--- config.mk ---
export PLATFORM = sky130hd
export DESIGN_NAME = sfr_access_unit
export DESIGN_NICKNAME = d
export VERILOG_FILES = /design/src/rtl/banff_sfr_pkg.sv /design/src/rtl/sfr_bitop.sv /design/src/rtl/sfr_access_unit.sv
export SDC_FILE = /design/constraint.sdc
export NUM_CORES = 1
export LEC_CHECK = 0
export ABC_AREA = 1
export CAP_MARGIN = 20
export CORE_UTILIZATION = 58
export DETAILED_ROUTE_END_ITERATION = 12
export DONT_BUFFER_PORTS = 1
export PLACE_DENSITY = 0.74
export SKIP_CTS_REPAIR_TIMING = 1
export SLEW_MARGIN = 20
export SYNTH_ARGS = -nofsm -noshare
export SYNTH_HDL_FRONTEND = slang
export SYNTH_SLANG_ARGS = --single-unit
--- constraint.sdc ---
create_clock -name clock -period 1.9 [get_ports clock]
set_input_delay 0.57 -clock clock [delete_from_list [all_inputs] [get_ports clock]]
set_output_delay 0.57 -clock clock [all_outputs]
set_load 0.03 [all_outputs]
--- src/rtl/banff_sfr_pkg.sv ---
// Shared definitions for the SFR subsystem: op codes, access-unit state encoding,
// and default geometry used by sfr_file, the decoder and the access unit.
package banff_sfr_pkg;

  localparam int unsigned SFR_ADDR_WIDTH    = 6;
  localparam int unsigned SFR_DATA_WIDTH    = 8;
  localparam int unsigned SFR_DEPTH_DEFAULT = 64;

  typedef enum logic [2:0] {
    OP_READ  = 3'b000,
    OP_WRITE = 3'b001,
    OP_SET   = 3'b010,
    OP_CLR   = 3'b011,
    OP_TGL   = 3'b100
  } sfr_op_e;

  typedef enum logic [2:0] {
    ST_IDLE  = 3'd0,
    ST_ISSUE = 3'd1,
    ST_DATA  = 3'd2,
    ST_WRITE = 3'd3,
    ST_RESP  = 3'd4
  } sfr_state_e;

  // Codes 101..111 are reserved and rejected by the access unit.
  function automatic logic op_is_legal(input logic [2:0] op);
    return op <= OP_TGL;
  endfunction

endpackage

--- src/rtl/sfr_bitop.sv ---
// Combinational new-value computation for SFR writes and atomic bit operations.
module sfr_bitop
  import banff_sfr_pkg::*;
#(
  parameter int unsigned DATA_WIDTH = SFR_DATA_WIDTH
) (
  input  sfr_op_e               op,
  input  logic [DATA_WIDTH-1:0] old_val,
  input  logic [DATA_WIDTH-1:0] operand,
  output logic [DATA_WIDTH-1:0] new_val
);

  always_comb begin
    new_val = old_val;
    unique case (op)
      OP_WRITE: new_val = operand;
      OP_SET:   new_val = old_val | operand;
      OP_CLR:   new_val = old_val & ~operand;
      OP_TGL:   new_val = old_val ^ operand;
      default:  new_val = old_val;
    endcase
  end

endmodule

--- src/rtl/sfr_access_unit.sv ---
// Execute-stage SFR front end: sequences sfr_file read/write ports for
// read, write and atomic read-modify-write ops, one request at a time.
module sfr_access_unit
  import banff_sfr_pkg::*;
#(
  parameter int unsigned ADDR_WIDTH = SFR_ADDR_WIDTH,
  parameter int unsigned DATA_WIDTH = SFR_DATA_WIDTH,
  parameter int unsigned SFR_DEPTH  = SFR_DEPTH_DEFAULT
) (
  input  logic                  clock,
  input  logic                  reset,
  input  logic                  req_valid,
  output logic                  req_ready,
  input  logic [2:0]            req_op,
  input  logic [ADDR_WIDTH-1:0] req_addr,
  input  logic [DATA_WIDTH-1:0] req_data,
  output logic                  resp_valid,
  input  logic                  resp_ready,
  output logic [DATA_WIDTH-1:0] resp_data,
  output logic                  resp_err,
  output logic                  sfr_rd_en,
  output logic [ADDR_WIDTH-1:0] sfr_rd_addr,
  input  logic [DATA_WIDTH-1:0] sfr_rd_data,
  output logic                  sfr_wr_en,
  output logic [ADDR_WIDTH-1:0] sfr_wr_addr,
  output logic [DATA_WIDTH-1:0] sfr_wr_data
);

  sfr_state_e            state_q, state_d;
  sfr_op_e               op_q, op_d;
  logic [ADDR_WIDTH-1:0] addr_q, addr_d;
  logic [DATA_WIDTH-1:0] data_q, data_d;
  logic                  req_ready_q, req_ready_d;
  logic                  resp_valid_q, resp_valid_d;
  logic [DATA_WIDTH-1:0] resp_data_q, resp_data_d;
  logic                  resp_err_q, resp_err_d;
  logic                  rd_en_q, rd_en_d;
  logic [ADDR_WIDTH-1:0] rd_addr_q, rd_addr_d;
  logic                  wr_en_q, wr_en_d;
  logic [ADDR_WIDTH-1:0] wr_addr_q, wr_addr_d;
  logic [DATA_WIDTH-1:0] wr_data_q, wr_data_d;

  logic [31:0]           addr_ext;
  logic                  req_legal;
  logic [DATA_WIDTH-1:0] rmw_val;

  // Unsigned range check done at 32 bits so a wide address bus can reach SFR_DEPTH.
  assign addr_ext  = 32'(req_addr);
  assign req_legal = op_is_legal(req_op) && (addr_ext < 32'(SFR_DEPTH));

  // Read data feeds the bit operation directly so the write strobe lands one cycle after capture.
  sfr_bitop #(.DATA_WIDTH(DATA_WIDTH)) u_bitop (
    .op      (op_q),
    .old_val (sfr_rd_data),
    .operand (data_q),
    .new_val (rmw_val)
  );

  always_comb begin
    state_d      = state_q;
    op_d         = op_q;
    addr_d       = addr_q;
    data_d       = data_q;
    req_ready_d  = req_ready_q;
    resp_valid_d = resp_valid_q;
    resp_data_d  = resp_data_q;
    resp_err_d   = resp_err_q;
    rd_en_d      = 1'b0;
    rd_addr_d    = rd_addr_q;
    wr_en_d      = 1'b0;
    wr_addr_d    = wr_addr_q;
    wr_data_d    = wr_data_q;

    unique case (state_q)
      ST_IDLE: begin
        if (req_valid) begin
          op_d        = sfr_op_e'(req_op);
          addr_d      = req_addr;
          data_d      = req_data;
          req_ready_d = 1'b0;
          if (!req_legal) begin
            state_d      = ST_RESP;
            resp_valid_d = 1'b1;
            resp_err_d   = 1'b1;
            resp_data_d  = '0;
          end else if (req_op == OP_WRITE) begin
            state_d     = ST_WRITE;
            wr_en_d     = 1'b1;
            wr_addr_d   = req_addr;
            wr_data_d   = req_data;
            resp_data_d = req_data;
          end else begin
            state_d   = ST_ISSUE;
            rd_en_d   = 1'b1;
            rd_addr_d = req_addr;
          end
        end
      end
      ST_ISSUE: state_d = ST_DATA;
      ST_DATA: begin
        if (op_q == OP_READ) begin
          state_d      = ST_RESP;
          resp_valid_d = 1'b1;
          resp_err_d   = 1'b0;
          resp_data_d  = sfr_rd_data;
        end else begin
          state_d     = ST_WRITE;
          wr_en_d     = 1'b1;
          wr_addr_d   = addr_q;
          wr_data_d   = rmw_val;
          resp_data_d = rmw_val;
        end
      end
      ST_WRITE: begin
        state_d      = ST_RESP;
        resp_valid_d = 1'b1;
        resp_err_d   = 1'b0;
      end
      ST_RESP: begin
        if (resp_ready) begin
          state_d      = ST_IDLE;
          resp_valid_d = 1'b0;
          resp_err_d   = 1'b0;
          req_ready_d  = 1'b1;
        end
      end
      default: begin
        state_d     = ST_IDLE;
        req_ready_d = 1'b1;
      end
    endcase
  end

  always_ff @(posedge clock) begin
    if (reset) begin
      state_q      <= ST_IDLE;
      op_q         <= OP_READ;
      addr_q       <= '0;
      data_q       <= '0;
      req_ready_q  <= 1'b1;
      resp_valid_q <= 1'b0;
      resp_data_q  <= '0;
      resp_err_q   <= 1'b0;
      rd_en_q      <= 1'b0;
      rd_addr_q    <= '0;
      wr_en_q      <= 1'b0;
      wr_addr_q    <= '0;
      wr_data_q    <= '0;
    end else begin
      state_q      <= state_d;
      op_q         <= op_d;
      addr_q       <= addr_d;
      data_q       <= data_d;
      req_ready_q  <= req_ready_d;
      resp_valid_q <= resp_valid_d;
      resp_data_q  <= resp_data_d;
      resp_err_q   <= resp_err_d;
      rd_en_q      <= rd_en_d;
      rd_addr_q    <= rd_addr_d;
      wr_en_q      <= wr_en_d;
      wr_addr_q    <= wr_addr_d;
      wr_data_q    <= wr_data_d;
    end
  end

  assign req_ready   = req_ready_q;
  assign resp_valid  = resp_valid_q;
  assign resp_data   = resp_data_q;
  assign resp_err    = resp_err_q;
  assign sfr_rd_en   = rd_en_q;
  assign sfr_rd_addr = rd_addr_q;
  assign sfr_wr_en   = wr_en_q;
  assign sfr_wr_addr = wr_addr_q;
  assign sfr_wr_data = wr_data_q;

endmodule

==> results.md, run 1 <==
- CTS max path bufs: 2
- Post-DP HPWL: 5430 um
- Fin util: 62.9%
- Crit path DAT: 1.87 ns
- Final Skew: 0.0146 ns
- CTS tree: yes
- Die area: 5700 um^2
- Power Density: 967 nW/um^2
- Clock Latency Late Sink: 0.31 ns
- Worst r2r path cells: 8
- Max-slew violations: 0
- NumNets Final: 495
- # H-tree levels: 2
- Vias: 2902
- Worst Setup Start Kind: register
- Setup tns final: 0 ns
- Post-Syn Area per Cell: 6.91 um^2
- Unrepaired setup endpoints after global routing: false
- Area grow syn2layout: 3.83%
- Net Count, Synth: 499
- Tcrit/Tclk final: 87.4%
- Final hold viol count: 0
- Fmax: 0.602 GHz
- Number of synthesized register bits: 53
- Initial antenna violation count: 0
- Std-Cell Rows: 26
- Max-Slew Margin vs Limit: 74.5%
- Core area: 5170 um^2
- Worst Tran Pin Value: 0.382 ns
- CP required: 2.11 ns
- Synth unique cells: 32
- Synth area leaders: dfxtp_1 (34%), nand2_1 (14%), ha_1 (6.4%)
- Layout cell share with drive strength beyond 1: 9.31%
- Worst VDD drop: 0.000608 V
- CP Max Fanout: 18
- MaxCap Viol Count: 0
- CTS Buf Count: 5
- Vias in the first global route: 2604
- CTS sink cnt: 53
- Initial drt markers: 182
- Worst hold path depth: 1
- Run status: completed
- Die width: 75.5 um
- Syn Inst Count: 454
- Total gr overflow: 0
- Iteration count of the initial detailed-routing pass: 5
- Wire length of the first global-routing pass: 11800 um
- DRT antenna net count: 0
- Clock-pin slew on the worst setup and hold paths: 0.09 ns
- Remaining DRCs: 0
- Sequential-to-total area share from yosys stat: 33.8%
- All-Layer GR Usage: 27.4%
- Drt wl/cell: 14.5 um
- Pin count of the biggest net entering global routing: 28
- Top Ports: 62
- Setup slack, reg-to-reg: 0.24 ns
- Synth area leader: dfxtp_1
- Warnings, synthesis: 0
- Via density: 5.57
- Final GP Congestion: 0.840
- Hold Path Class: input port to register
- DRT Wirelength: 7570 um
- Element type at the critical path end: register
- Root Driver: clkbuf_8
- Crit path kind: register to register
- Number of port buffers: 0
- Initial Utilization: 60.6%
- Final setup viols: 0
- Leak: 1.56 nW
- Post-layout min period: 1.66 ns
- Mapped cell area: 3140 um^2
- Die Y: 75.5 um
- Ant. Diodes: 0
- Yosys top cell area share: 33.8%
-- sequential cells by signal, summed over array words and instances, names as in the netlist, 3 cells and up --
name,flops
addr_q,6
data_q,8
op_q,3
resp_data,8
sfr_rd_addr,6
sfr_wr_addr,6
sfr_wr_data,8
state_q,3
-- Yosys cell counts --
| cell | n |
|---|---|
| a21oi_1 | 34 |
| a21oi_2 | 3 |
| buf_1 | 1 |
| buf_2 | 7 |
| buf_4 | 3 |
| buf_6 | 3 |
| clkbuf_1 | 5 |
| clkinv_1 | 2 |
| dfxtp_1 | 53 |
| ha_1 | 16 |
| inv_1 | 49 |
| inv_2 | 1 |
| inv_4 | 1 |
| inv_8 | 1 |
| nand2_1 | 116 |
| nand2_2 | 1 |
| nand2_4 | 3 |
| nand3_1 | 18 |
| nand3_2 | 3 |
| nand3_4 | 1 |
| nand3b_1 | 9 |
| nand4_1 | 24 |
| nor2_1 | 49 |
| nor2_2 | 2 |
| nor2_4 | 6 |
| nor2_8 | 1 |
| nor3_1 | 1 |
| o21ai_0 | 35 |
| o21ai_1 | 1 |
| o21ai_2 | 3 |
| o21ai_4 | 1 |
| o2bb2ai_1 | 1 |
-- metal layers --
layer  up-vias  GRT usage, %  wire, um
li1       1459             -         -
met1      1304          32.8      3190
met2       122          48.2      3630
met3        17          5.82       578
met4         0          10.1       173
met5         -             0         0
-- worst max-delay path, cell delays in order (launching register included) --
cell	delay (ns)
dfxtp_1	0.37
nor2_4	0.23
nand2_4	0.19
inv_8	0.18
nand2_4	0.06
o21ai_4	0.14
inv_4	0.17
nor2_1	0.15
nor2_1	0.06
-- cell usage in the layout, fill, tap and decap left out --
cell and n:
nor2_1 49, nand3_2 3, o21ai_4 1, o21ai_0 35, nand4_1 24, a21oi_2 3, dfxtp_1 53, nand3_1 18
nand3b_1 9, buf_4 8, clkinv_1 2, nor3_1 1, a21oi_1 34, clkinv_2 1, nand3_4 1, nand2_4 3
inv_4 1, clkbuf_1 1, inv_6 1, nand2_2 1, o21ai_2 3, nor2_8 1, o21ai_1 1, o2bb2ai_1 1
inv_1 49, clkbuf_8 5, nor2_2 2, ha_1 16, nor2_4 6, nand2_1 116, inv_8 1, inv_2 1
-- where the power goes --
| part | total [mW] | switching [mW] | internal, mW |
|---|---|---|---|
| logic | 0.942 | 0.635 | 0.307 |
| registers | 1.56 | 0.288 | 1.27 |
| clock network | 0.652 | 0.388 | 0.264 |
-- logic make-up after synthesis --
family | after synthesis | share of synthesized area, %
simple gates | 234 | 35.7
flops | 53 | 33.8
fa+ha+maj | 16 | 6.38
buf+inv | 73 | 10.4
compound gates | 78 | 13.6
-- cell type report --
| class | count | area, um^2 |
|---|---|---|
| Sequential cell | 53 | 1060 |
| Tap cell | 70 | 87.6 |
| Fill cell | 492 | 1920 |
| Multi-Input combinational cell | 328 | 1750 |
| Inverter | 54 | 213 |
| Timing Repair Buffer | 8 | 60.1 |
| Clock inverter | 2 | 13.8 |
| Clock buffer | 6 | 72.6 |
-- per-stage QoR --
step           instances  hold WS (ns)  power (mW)  cell area, um^2  setup slack [ns]
6_report             521         0.323        3.15             3260             0.239
5_1_grt              521         0.309        3.35             3260             0.123
4_1_cts              521         0.313        3.16             3260             0.227
3_5_place_dp         513         0.439        2.51             3170             0.214
3_3_place_gp         513         0.434        2.49             3170             0.223
2_1_floorplan        454         0.425        2.32             3140             0.453
-- path summary, 6_finish.rpt --
path	from	to
min	reset	op_q[0]$_SDFFE_PP0P_
max reg2reg	state_q[2]$_SDFFE_PP0P_	sfr_wr_addr[0]$_SDFFE_PP0P_
max	state_q[2]$_SDFFE_PP0P_	sfr_wr_addr[0]$_SDFFE_PP0P_
min reg2reg	addr_q[4]$_SDFFE_PP0P_	addr_q[4]$_SDFFE_PP0P_
No activity file was read; power rests on OpenSTA's default activity.
==> run 2: changes to the inputs <==
--- a/config.mk
+++ b/config.mk
@@ -7,12 +7,13 @@
 export LEC_CHECK = 0
 export ABC_AREA = 1
 export CAP_MARGIN = 20
-export CORE_UTILIZATION = 58
+export CORE_MARGIN = 1.5
+export CORE_UTILIZATION = 48
 export DETAILED_ROUTE_END_ITERATION = 12
 export DONT_BUFFER_PORTS = 1
-export PLACE_DENSITY = 0.74
 export SKIP_CTS_REPAIR_TIMING = 1
 export SLEW_MARGIN = 20
 export SYNTH_ARGS = -nofsm -noshare
 export SYNTH_HDL_FRONTEND = slang
 export SYNTH_SLANG_ARGS = --single-unit
+export TNS_END_PERCENT = 50
==> run 2 against run 1 <==
Against the previous run: routed wire length rose by 2.5%; clock-buffer cell count did not move; setup slack improved by 0.027 ns; final cell count rose by 1.5%; die area rose by 23%; critical endpoint is now sfr_wr_data[4]$_SDFFE_PP0P_; sequential power barely moved; clock skew fell by 0.0080 ns; worst hold slack got worse by 0.0096 ns; first-iteration DRC count fell by 8.8%; clock power rose by 5.2%; non-clock buffer count rose by 1.
==> results.md, run 2 (synthesis gave the netlist of run 1 again) <==
- Post-DP HPWL: 5690 um (+4.8%)
- Final GP Congestion: 0.832 (-0.94%)
- Initial antenna violation count: 0 (unchanged)
- Total gr overflow: 0 (unchanged)
- CTS tree: yes
- Vias: 2864 (-1.3%)
- Drt wl/cell: 14.7 um (+0.97%)
- # H-tree levels: 2 (unchanged)
- Clock Latency Late Sink: 0.31 ns (about the same)
- Crit path DAT: 1.88 ns (about the same)
- All-Layer GR Usage: 23.7% (-3.7 points)
- Fmax: 0.612 GHz (+1.7%)
- Pre-CTS setup slack: 0.277 ns (+0.0636 ns)
- Number of port buffers: 0 (unchanged)
- Instance area at placement: 3200 um^2 (+0.91%)
- Core area: 6310 um^2 (+22%)
- Final hold viol count: 0 (unchanged)
- Hold Path Class: input port to register
- Combinational fraction of design power: 29.6% (-0.3 points)
- Max-Slew Margin vs Limit: 66.7% (-7.8 points)
- DRT antenna net count: 0 (unchanged)
- Crit path kind: register to register
- Top Ports: 62 (unchanged)
- Die Y: 83.8 um (+11%)
- Most frequent cells in the layout: nand2_1 (116), dfxtp_1 (53), inv_1 (49), nor2_1 (49), o21ai_0 (35)
- Int Pwr: 1.88 mW (+2.1%)
- CTS sink cnt: 53 (unchanged)
- Final Skew: 0.00659 ns (-0.00802 ns)
- Switch share: 41.0% (-0.58 points)
- Post-layout min period: 1.63 ns (-0.0272 ns)
- Remaining DRCs: 0 (unchanged)
- Ant. Diodes: 0 (unchanged)
- Worst VDD drop: 0.000540 V (-11%)
- Clock-pin slew on the worst setup and hold paths: 0.09 ns (about the same)
- Via density: 5.41 (-2.8%)
- Clock network power share: 21.5% (+0.8 points)
- Root Driver: clkbuf_8
- NumNets Final: 496 (+0.20%)
- Initial drt markers: 166 (-8.8%)
- Net Switching: 1.31 mW (-0.29%)
- Setup tns final: 0 ns (unchanged)
- Seq pwr share: 48.9% (-0.5 points)
- CTS max path bufs: 2 (unchanged)
- Final setup viols: 0 (unchanged)
- Die area: 7030 um^2 (+23%)
- Element type at the critical path end: register
- Final setup margin: 0.266 ns (+0.0272 ns)
- Initial Utilization: 49.7% (-11 points)
- Fin Hold WS: 0.314 ns (-0.00957 ns)
- Fin util: 52.2% (-11 points)
- Leak: 1.57 nW (+0.97%)
- Layout cell share with drive strength beyond 1: 9.73% (+0.42 points)
- Fin area: 3290 um^2 (+1.2%)
- CTS Buf Count: 5 (unchanged)
- Crit-path slowest cell: dfxtp_1
- Iteration count of the initial detailed-routing pass: 4 (-1)
- DRT Wirelength: 7760 um (+2.5%)
- Tcrit/Tclk final: 86.0% (-1.4 points)
- CP required: 2.15 ns (+0.04 ns)
- Worst Setup Start Kind: register
- Pin count of the biggest net entering global routing: 30 (+7.1%)
- Die width: 83.8 um (+11%)
- Worst path most repeated cell: nand2_4
- CP Max Fanout: 18 (unchanged)
- Crit-path cells: nor2_4 > nand2_4 > inv_8 > nand2_4 > o21ai_4 > buf_4 > o21ai_0 > a21oi_1
- Max-slew violations: 0 (unchanged)
- Std-Cell Rows: 29 (+12%)
- Wire length of the first global-routing pass: 13500 um (+14%)
- Area grow syn2layout: 5.07%
- Power Density: 967 nW/um^2 (about the same)
- Worst Tran Pin Value: 0.496 ns (+0.115 ns)
- Vias in the first global route: 2827 (+8.6%)
- MaxCap Viol Count: 0 (unchanged)
- CP peak stage delay: 0.36 ns (about the same)
- Unrepaired setup endpoints after global routing: false
- Commonest non-fill, non-tap cell in the layout: nand2_1
- Run status: completed
[run 2: power by group through the flow]
stage | clock [mW] | combinational, mW | sequential (mW)
6_report | 0.686 | 0.942 | 1.56
5_1_grt | 0.749 | 1.10 | 1.58
3_5_place_dp | 0 | 0.940 | 1.59
3_3_place_gp | 0 | 0.937 | 1.58
2_1_floorplan | 0 | 0.774 | 1.55
4_1_cts | 0.708 | 0.946 | 1.56
[run 2: routing by layer]
metal	global-route usage (%)	vias to the layer above	wire [um]
met5	0	-	0
met4	7.00	0	110
met3	8.90	11	687
met2	38.0	89	3730
met1	29.6	1301	3230
li1	-	1463	-
[run 2: path summary, 6_finish.rpt]
path                            from  slack, ns  cells past startpoint                           to
max reg2reg  state_q[2]$_SDFFE_PP0P_       0.27                      8  sfr_wr_data[4]$_SDFFE_PP0P_
max          state_q[2]$_SDFFE_PP0P_       0.27                      8  sfr_wr_data[4]$_SDFFE_PP0P_
min reg2reg   addr_q[0]$_SDFFE_PP0P_       0.45                      2       addr_q[0]$_SDFFE_PP0P_
min                            reset       0.31                      1        resp_err$_SDFFE_PP0P_
[run 2: layout make-up]
type,count,area [um^2]
Fill cell,643,3020
Multi-Input combinational cell,328,1750
Sequential cell,53,1060
Inverter,54,213
Tap cell,77,96.3
Clock buffer,6,82.6
Timing Repair Buffer,9,80.1
Clock inverter,2,13.8
[run 2: per-stage QoR]
step | power, mW | std cells
6_report | 3.18 | 529
3_3_place_gp | 2.52 | 521
3_5_place_dp | 2.53 | 521
2_1_floorplan | 2.32 | 454
4_1_cts | 3.21 | 529
5_1_grt | 3.43 | 529
[run 2: worst max-delay path: cells and delay by family (launching register included)]
| family | cells | cell delay [ns] |
|---|---|---|
| compound gates | 3 | 0.29 |
| simple gates | 3 | 0.49 |
| buf+inv | 2 | 0.42 |
| flops | 1 | 0.36 |
